--- src/rtl/wb_stream_master.sv ---
// ---------------------------------------------------------------------------
// wb_stream_master
//
// Bridges a valid/ready command stream onto a pipelined Wishbone master and
// returns one response per command. Exactly one bus transaction is in flight
// at a time: IDLE -> REQ -> (WAIT) -> RESP -> IDLE.
//
// Configuration macro:
//   WB_STREAM_MASTER_TIMEOUT_EN  when defined, a bus transaction that sees no
//                                ack within TIMEOUT bus cycles is abandoned and
//                                answered with rsp_err=1. When undefined the
//                                block waits for ack forever and rsp_err=0.
//
// Parameters:
//   CFGAW    address width (command and Wishbone)
//   CFGDW    data width (command and Wishbone)
//   TIMEOUT  maximum bus cycles per transaction, 2..65535
//
// Ports:
//   clk, rst                    clock, synchronous active-high reset
//   cmd_valid/cmd_ready         command handshake
//   cmd_we/cmd_addr/cmd_data    command: 1=write, target address, write data
//   rsp_valid/rsp_ready         response handshake
//   rsp_data/rsp_err            read data (0 for writes/errors), timeout flag
//   cyc_o/stb_o/we_o            Wishbone master request strobes
//   addr_o/data_o               Wishbone address and write data
//   ack_i/stall_i/data_i        Wishbone slave response
// ---------------------------------------------------------------------------
module wb_stream_master #(
  parameter int CFGAW   = 32,
  parameter int CFGDW   = 32,
  parameter int TIMEOUT = 255
) (
  input  logic             clk,
  input  logic             rst,
  input  logic             cmd_valid,
  output logic             cmd_ready,
  input  logic             cmd_we,
  input  logic [CFGAW-1:0] cmd_addr,
  input  logic [CFGDW-1:0] cmd_data,
  output logic             rsp_valid,
  input  logic             rsp_ready,
  output logic [CFGDW-1:0] rsp_data,
  output logic             rsp_err,
  output logic             cyc_o,
  output logic             stb_o,
  output logic             we_o,
  output logic [CFGAW-1:0] addr_o,
  output logic [CFGDW-1:0] data_o,
  input  logic             ack_i,
  input  logic             stall_i,
  input  logic [CFGDW-1:0] data_i
);

  if (TIMEOUT < 2 || TIMEOUT > 65535) begin : g_bad_timeout
    $error("wb_stream_master: TIMEOUT must lie in 2..65535");
  end

  localparam logic [1:0] S_IDLE = 2'd0;
  localparam logic [1:0] S_REQ  = 2'd1;
  localparam logic [1:0] S_WAIT = 2'd2;
  localparam logic [1:0] S_RESP = 2'd3;

  logic [1:0]       state_q, state_d;
  logic             we_q, we_d;
  logic [CFGAW-1:0] addr_q, addr_d;
  logic [CFGDW-1:0] data_q, data_d;
  logic [CFGDW-1:0] rsp_data_q, rsp_data_d;

  logic on_bus;    // a bus cycle is open (REQ or WAIT)
  logic ack_ok;    // an ack that actually completes the transaction
  logic timeout;   // give up on the current transaction this cycle
  logic accept;    // command handshake this cycle

  assign on_bus = (state_q == S_REQ) || (state_q == S_WAIT);

  // An ack only counts once the request has been taken (no stall) or while
  // waiting; acks in IDLE, RESP or during a stalled request are noise.
  assign ack_ok = ack_i && (((state_q == S_REQ) && !stall_i) || (state_q == S_WAIT));

  // Gating with rst keeps an upstream source from seeing a handshake that
  // reset is about to discard.
  assign cmd_ready = (state_q == S_IDLE) && !rst;
  assign accept    = cmd_valid && cmd_ready;

`ifdef WB_STREAM_MASTER_TIMEOUT_EN
  localparam int CNTW = 16;
  localparam logic [CNTW-1:0] CNT_LAST = CNTW'(TIMEOUT - 1);

  logic [CNTW-1:0] cnt_q, cnt_d;
  logic            rsp_err_q;

  always_comb begin
    cnt_d = cnt_q;
    if (accept) begin
      cnt_d = '0;
    end else if (on_bus) begin
      cnt_d = cnt_q + 1'b1;
    end
  end

  // cnt_q counts completed bus cycles, so the TIMEOUT-th cycle is the one
  // where cnt_q == TIMEOUT-1; an ack arriving in that very cycle still wins.
  assign timeout = on_bus && (cnt_q == CNT_LAST) && !ack_ok;

  always_ff @(posedge clk) begin
    if (rst) begin
      cnt_q     <= '0;
      rsp_err_q <= 1'b0;
    end else begin
      cnt_q <= cnt_d;
      if (on_bus && (ack_ok || timeout)) begin
        rsp_err_q <= timeout;
      end else if ((state_q == S_RESP) && rsp_ready) begin
        rsp_err_q <= 1'b0;
      end
    end
  end

  assign rsp_err = rsp_err_q;
`else
  assign timeout = 1'b0;
  assign rsp_err = 1'b0;
`endif

  always_comb begin
    // NOTE: every next-state signal is given its hold value first so that no
    // path through the case statement leaves one unassigned (no latches).
    state_d    = state_q;
    we_d       = we_q;
    addr_d     = addr_q;
    data_d     = data_q;
    rsp_data_d = rsp_data_q;

    case (state_q)
      S_IDLE: begin
        if (accept) begin
          state_d = S_REQ;
          we_d    = cmd_we;
          addr_d  = cmd_addr;
          data_d  = cmd_data;
        end
      end

      S_REQ, S_WAIT: begin
        if (ack_ok || timeout) begin
          state_d    = S_RESP;
          rsp_data_d = (ack_ok && !we_q) ? data_i : '0;
          // Bus-side request fields read as zero whenever cyc_o is low.
          we_d       = 1'b0;
          addr_d     = '0;
          data_d     = '0;
        end else if ((state_q == S_REQ) && !stall_i) begin
          state_d = S_WAIT;
        end
      end

      S_RESP: begin
        if (rsp_ready) begin
          state_d    = S_IDLE;
          rsp_data_d = '0;
        end
      end

      default: state_d = S_IDLE;
    endcase
  end

  always_ff @(posedge clk) begin
    // NOTE: registers use non-blocking assignments so every flop samples the
    // pre-edge values regardless of statement order.
    if (rst) begin
      state_q    <= S_IDLE;
      we_q       <= 1'b0;
      addr_q     <= '0;
      data_q     <= '0;
      rsp_data_q <= '0;
    end else begin
      state_q    <= state_d;
      we_q       <= we_d;
      addr_q     <= addr_d;
      data_q     <= data_d;
      rsp_data_q <= rsp_data_d;
    end
  end

  assign cyc_o     = on_bus;
  assign stb_o     = (state_q == S_REQ);
  assign we_o      = we_q;
  assign addr_o    = addr_q;
  assign data_o    = data_q;
  assign rsp_valid = (state_q == S_RESP);
  assign rsp_data  = rsp_data_q;

endmodule
--- config.mk ---
export PLATFORM = sky130hd
export DESIGN_NAME = wb_stream_master
export DESIGN_NICKNAME = d
export VERILOG_FILES = /design/src/rtl/wb_stream_master.sv
export SDC_FILE = /design/constraint.sdc
export NUM_CORES = 1
export LEC_CHECK = 0
export BUFFER_PORTS_ARGS = -buffer_cell sky130_fd_sc_hd__buf_2
export CAP_MARGIN = 20
export CORE_MARGIN = 2
export CORE_UTILIZATION = 41
export CTS_BUF_LIST = sky130_fd_sc_hd__clkbuf_4
export DETAILED_ROUTE_END_ITERATION = 8
export PLACE_DENSITY_LB_ADDON = 0.15
export SLEW_MARGIN = 25
export SYNTH_ARGS = -nofsm -noshare
export SYNTH_HDL_FRONTEND = slang
export SYNTH_SLANG_ARGS = --single-unit
--- constraint.sdc ---
create_clock -name clk -period 1.93 [get_ports clk]
set_clock_uncertainty 0.05 [all_clocks]
set_input_delay 0.2895 -clock clk [delete_from_list [all_inputs] [get_ports clk]]
set_output_delay 0.2895 -clock clk [all_outputs]
set_load 0.01 [all_outputs]
==> results of run 1 <==
[routing by layer]
metal | track usage | wire length [um] | share of wire | vias up
li1 | - | - | - | 1868
met1 | 0.264 | 4530 | 0.41 | 1755
met2 | 0.378 | 5360 | 0.49 | 173
met3 | 0.0520 | 841 | 0.076 | 26
met4 | 0.105 | 293 | 0.027 | 0
met5 | 0 | 0 | 0 | -
[kinds of logic after synthesis]
family	after synthesis	synth area share
adders and majority gates	4	0.0141
and+or+nand+nor	143	0.164
buffers and inverters	35	0.0487
DFF	99	0.559
other	1	0.00106
muxes	1	0.00282
AOI/OAI and AO/OA	107	0.210
[cell type report]
type                    count  area, um^2
inverters                   6        25.0
fillers                   652        2600
multi-input cells         256        1400
repair buffers            297        2020
well taps                 105         131
flip-flops and latches     99        1990
clock inverters             7        66.3
clock buffers               9        67.6
[registers in the layout (all words and copies together) (netlist names)]
name and cells:
state_q 2, we_o 1, data_o 32, addr_o 32, rsp_data 32
[worst max-delay path, cell delays in order (launching register included)]
cell and delay, ns:
dfxtp_4 0.40, inv_4 0.04, ha_4 0.28, or2b_1 0.23, a222oi_1 0.31, buf_4 0.25, clkbuf_16 0.19, o21ai_0 0.09
[final timing paths]
path / start / end / slack (ns) / cells past startpoint
setup / recovery: state_q[1] / data_o[31] / -0.004 / 7
hold / removal: data_i[24] / rsp_data[24] / 0.02 / 2
setup reg to reg: state_q[1] / data_o[31] / -0.004 / 7
hold reg to reg: data_o[19] / data_o[19] / 0.41 / 2
[cells in the mapped netlist, drive strengths merged (2+ instances only)]
library cell	number
ha	4
nand2	132
nand2b	2
a22o	33
buf	6
nor2b	4
o21ai	65
clkbuf	23
nand3b	2
inv	6
dfxtp	99
[stage by stage]
stage | setup slack, ns | utilization | instances | TNS [ns]
CTS | 0.00518 | 0.676 | 774 | 0
floorplan | 0.00656 | - | 390 | 0
finish | -0.00441 | 0.687 | 779 | -0.00441
detailed placement | -0.0362 | 0.564 | 679 | -0.445
global placement | 0.0369 | 0.564 | 679 | 0
global route | -0.0798 | 0.687 | 779 | -3.64
[power by group through the flow]
stage	Sequential (mW)	Clock [mW]	Combinational (mW)
3_3_place_gp	2.72	0	2.02
5_1_grt	2.75	1.17	2.67
3_5_place_dp	2.74	0	2.05
4_1_cts	2.69	1.11	2.18
2_1_floorplan	2.93	0	0.991
6_report	2.70	1.08	2.45
[timing repair]
action / in CTS / in global routing
pin swaps: 1 / 1
setup endpoints to repair: 36 / 97
resized for setup: 1 / 31
endpoints found under the hold margin: 79 / 0
setup buffers: 0 / 2
hold buffers: 79 / 0
gates cloned: 0 / 3
==> run summary, run 1 <==
=================================================================================
Status                                                               finished with violations
Violated checks                                                      setup timing
ANT nets after route                                                            0
Port Buffer Count                                                             203
Startpoint class of the critical path                                   flip-flop
Critical path required time                                               2.21 ns
Antenna violations before repair                                                0
Max VDD drop                                                               480 uV
Most common flop cell mapped by yosys                                     dfxtp_1
Die Footprint                                                        0.00941 mm^2
Total congestion overflow                                                       0
Portion of total power attributed to combinational logic                    0.393
TritonCTS clock tree                                                          yes
Post-Syn Area                                                        0.00354 mm^2
DR pass1 iterations                                                             4
Vias/cell                                                                    4.91
Final weighted congestion of routability-driven global placement            0.720
Buffer type at the clock tree root                                       clkbuf_4
Final Instance Area                                                  0.00570 mm^2
Setup repair after global routing missed its margin                          true
Clock transition at the registers of the reported paths                   0.16 ns
Type of element capturing the critical path                             flip-flop
Clk sinks                                                                      99
Worst-path maximum fanout                                                      19
Average routed wire per standard cell                                     14.2 um
Number of global-route vias before repair                                    3723
X dimension of the die                                                    97.0 um
Most frequent cells in the layout                                    203 x buf_2, 132 x nand2_1, 97 x dfxtp_1
Number of clock buffers inserted by TritonCTS                                   9
Share of layout cells above drive strength 1                                0.399
Wire length of the first global-routing pass                             17300 um
Maximum buffer depth of the clock tree                                          2
Max Cap Viol                                                                    0
N_diodes                                                                        0
Placed Instance Area                                                 0.00468 mm^2
Top cell type's share of synthesized area                                   0.559
Yosys Warn Count                                                                0
DRT Wirelength                                                           11000 um
Std-Cell Rows                                                                  33
Post-Synthesis Net Count                                                      497
Yosys top cell by area                                                    dfxtp_1
Most common cell after layout, fill and taps aside                          buf_2
Layout Area Growth over Synthesis                                           60.8%
Minimum setup slack in the final design                               -0.00441 ns
Count of endpoints failing hold in the final timing report                      0
H-tree levels                                                                   3
Count of unique library cells instantiated by Yosys                            29
Starting utilization of the core area                                       0.427
First DRT Iteration DRCs                                                      120
Class of the worst hold path                                         primary input to flip-flop
Sequential-to-total area share from yosys stat                              0.559
Number of instances in the synthesized netlist                                390
Die height                                                                97.0 um
Internal power consumption                                                4.01 mW
Source-to-sink clock delay at the later pin of the worst-skew pair        0.42 ns
Ratio of total power to cell area                                    1090 mW/mm^2
Share of power burned in registers                                          0.433
Net count reported at finish                                                  776
Ports placed on the boundary                                                  205
Final max-slew violation count                                                  0
Endpoints failing setup                                                         1
Switching power of the nets                                               2.21 mW
Clock power share                                                           0.174
Share of synthesized registers carrying an async set or reset                   0
Leakage component of the power                                            2.71 nW
Kind of critical path                                                flip-flop to flip-flop
Final HPWL from detailed placement                                        6550 um
Total of flip-flops plus latches after synthesis                               99
Pin count of the biggest net entering global routing                           67
Switching part of the total                                                 0.356
Power consumption                                                         6.22 mW
Final critical path time including I/O delays and setup                   1.93 ns
Post-synth EDFFs                                                                0
Total vias in the final route                                                3822
Critical path data arrival time                                           2.21 ns
Highest Clock Rate                                                        517 MHz
Area inside the core boundary                                        0.00830 mm^2
GRT Overall Usage                                                           0.222
Fraction of the cycle the final worst path needs                             1.00
DRC violations left                                                             0
Worst slack on hold paths                                               0.0241 ns
Area contributors post-synth                                         dfxtp_1 56%, nand2_1 14%, o21ai_0 9.2%
Post-Syn Area per Cell                                                  9.09 um^2
=================================================================================
Power figures use the tool's default switching activity.
==> inputs of run 2 (changes only) <==
TNS_END_PERCENT = 20   (was unset)
==> run 2 against run 1 <==
The flow still finishes with violations (setup timing). Largest cell class unchanged. Die area did not move. Clock power barely moved. First-iteration DRC count fell by 1.7%. Sequential share of layout area did not move. Total power barely moved. Register-to-register slack barely moved. Sequential power barely moved. Design area did not move. Non-clock buffer count did not move.
==> run summary, run 2 (synthesis results as in run 1) <==
=================================================================================
Die Footprint                                                        0.00941 mm^2   unchanged
DR pass1 iterations                                                             4   unchanged
Critical path required time                                               2.21 ns   about the same
Critical path data arrival time                                           2.21 ns   about the same
Source-to-sink clock delay at the later pin of the worst-skew pair        0.42 ns   about the same
Fraction of the cycle the final worst path needs                             1.00   about the same
Number of global-route vias before repair                                    3723   unchanged
Most common cell after layout, fill and taps aside                          buf_2   unchanged
Most frequent cells in the layout                                    203 x buf_2, 132 x nand2_1, 97 x dfxtp_1   unchanged
Status                                                               finished with violations   unchanged
Final weighted congestion of routability-driven global placement            0.720   unchanged
GRT Overall Usage                                                           0.222   unchanged
Area inside the core boundary                                        0.00830 mm^2   unchanged
N_diodes                                                                        0   unchanged
Layout Area Growth over Synthesis                                           60.8%   unchanged
Final Util                                                                  0.687   unchanged
Class of the worst hold path                                         primary input to flip-flop   unchanged
Pin count of the biggest net entering global routing                           67   unchanged
Maximum buffer depth of the clock tree                                          2   unchanged
H-tree levels                                                                   3   unchanged
DRC violations left                                                             0   unchanged
Starting utilization of the core area                                       0.427   unchanged
Max VDD drop                                                               480 uV   about the same
Final HPWL from detailed placement                                        6550 um   unchanged
Type of element capturing the critical path                             flip-flop   unchanged
Port Buffer Count                                                             203   unchanged
Total vias in the final route                                                3817   was 3822
Startpoint class of the critical path                                   flip-flop   unchanged
Ratio of total power to cell area                                    1090 mW/mm^2   about the same
Final standard cell count with taps included and fillers excluded             779   unchanged
Final Instance Area                                                  0.00570 mm^2   unchanged
First DRT Iteration DRCs                                                      118   was 120
Final max-slew violation count                                                  0   unchanged
ANT nets after route                                                            0   unchanged
DRT Wirelength                                                           11000 um   about the same
Ports placed on the boundary                                                  205   unchanged
Kind of critical path                                                flip-flop to flip-flop   unchanged
Net count reported at finish                                                  776   unchanged
Count of endpoints failing hold in the final timing report                      0   unchanged
Worst-path maximum fanout                                                      19   unchanged
X dimension of the die                                                    97.0 um   unchanged
Vias/cell                                                                    4.90   was 4.91
Placed Instance Area                                                 0.00468 mm^2   unchanged
Antenna violations before repair                                                0   unchanged
Share of layout cells above drive strength 1                                0.399   unchanged
Count of placed standard cells including taps                                 679   unchanged
Die height                                                                97.0 um   unchanged
Clock transition at the registers of the reported paths                   0.16 ns   about the same
Worst setup timing slack at the placement stage                        -0.0362 ns   unchanged
Max Cap Viol                                                                    0   unchanged
Average routed wire per standard cell                                     14.2 um   about the same
Total congestion overflow                                                       0   unchanged
Leakage component of the power                                            2.71 nW   about the same
Violated checks                                                      setup timing   unchanged
Wire length of the first global-routing pass                             17300 um   unchanged
Highest Clock Rate                                                        517 MHz   about the same
Minimum setup slack in the final design                               -0.00468 ns   was -0.00441 ns
Endpoints failing setup                                                         1   unchanged
Setup repair after global routing missed its margin                          true   unchanged
Buffer type at the clock tree root                                       clkbuf_4   unchanged
Clk sinks                                                                      99   unchanged
Std-Cell Rows                                                                  33   unchanged
TritonCTS clock tree                                                          yes   unchanged
Final critical path time including I/O delays and setup                   1.93 ns   about the same
Number of clock buffers inserted by TritonCTS                                   9   unchanged
=================================================================================
run 2: through the flow:
step / hold WS (ns) / power (mW) / setup TNS, ns
after floorplan: 0.348 / 3.92 / 0
after global placement: 0.391 / 4.74 / 0
after detailed placement: 0.398 / 4.78 / -0.445
after CTS: 0.000464 / 5.99 / 0
after global routing: 0.00477 / 6.60 / -3.63
final: 0.0241 / 6.22 / -0.00468
run 2: critical path: stages (launching register included):
cell	delay (ns)
dfxtp_4	0.40
inv_4	0.04
ha_4	0.28
or2b_1	0.23
a222oi_1	0.31
buf_4	0.25
clkbuf_16	0.19
o21ai_0	0.09
run 2: area by class of cell:
type	count	area, um^2
Inverter	6	25.0
Fill cell	652	2600
Multi-Input combinational cell	256	1400
Sequential cell	99	1990
Clock buffer	9	67.6
Timing Repair Buffer	297	2020
Clock inverter	7	66.3
Tap cell	105	131
run 2: per-layer routing:
layer / routed length, um / up-vias / GRT usage / share of wire
met4: 293 / 0 / 0.105 / 0.027
li1: - / 1868 / - / -
met5: 0 / - / 0 / 0
met1: 4540 / 1754 / 0.264 / 0.41
met3: 835 / 26 / 0.0520 / 0.076
met2: 5350 / 169 / 0.378 / 0.49
run 2: worst paths after layout:
check,slack (ns),depth (start not counted),endpoint,startpoint
setup reg to reg,-0.005,7,data_o[31],state_q[1]
hold / removal,0.02,2,rsp_data[24],data_i[24]
setup / recovery,-0.005,7,data_o[31],state_q[1]
hold reg to reg,0.41,2,data_o[19],data_o[19]
run 2: power breakdown:
group	internal [mW]	total [mW]	leakage [nW]	switching, mW
clock network	0.393	1.08	0.0695	0.688
registers	2.48	2.70	0.807	0.217
logic	1.14	2.45	1.83	1.31
total	4.01	6.22	2.71	2.21
run 2: repair_timing:
item | in CTS | in global routing
hold buffers | 79 | 0
gates cloned | 0 | 3
setup endpoints to repair | 36 | 97
pin swaps | 1 | 3
gates resized for setup | 1 | 31
hold endpoints to repair | 79 | 0
buffers inserted | 0 | 2
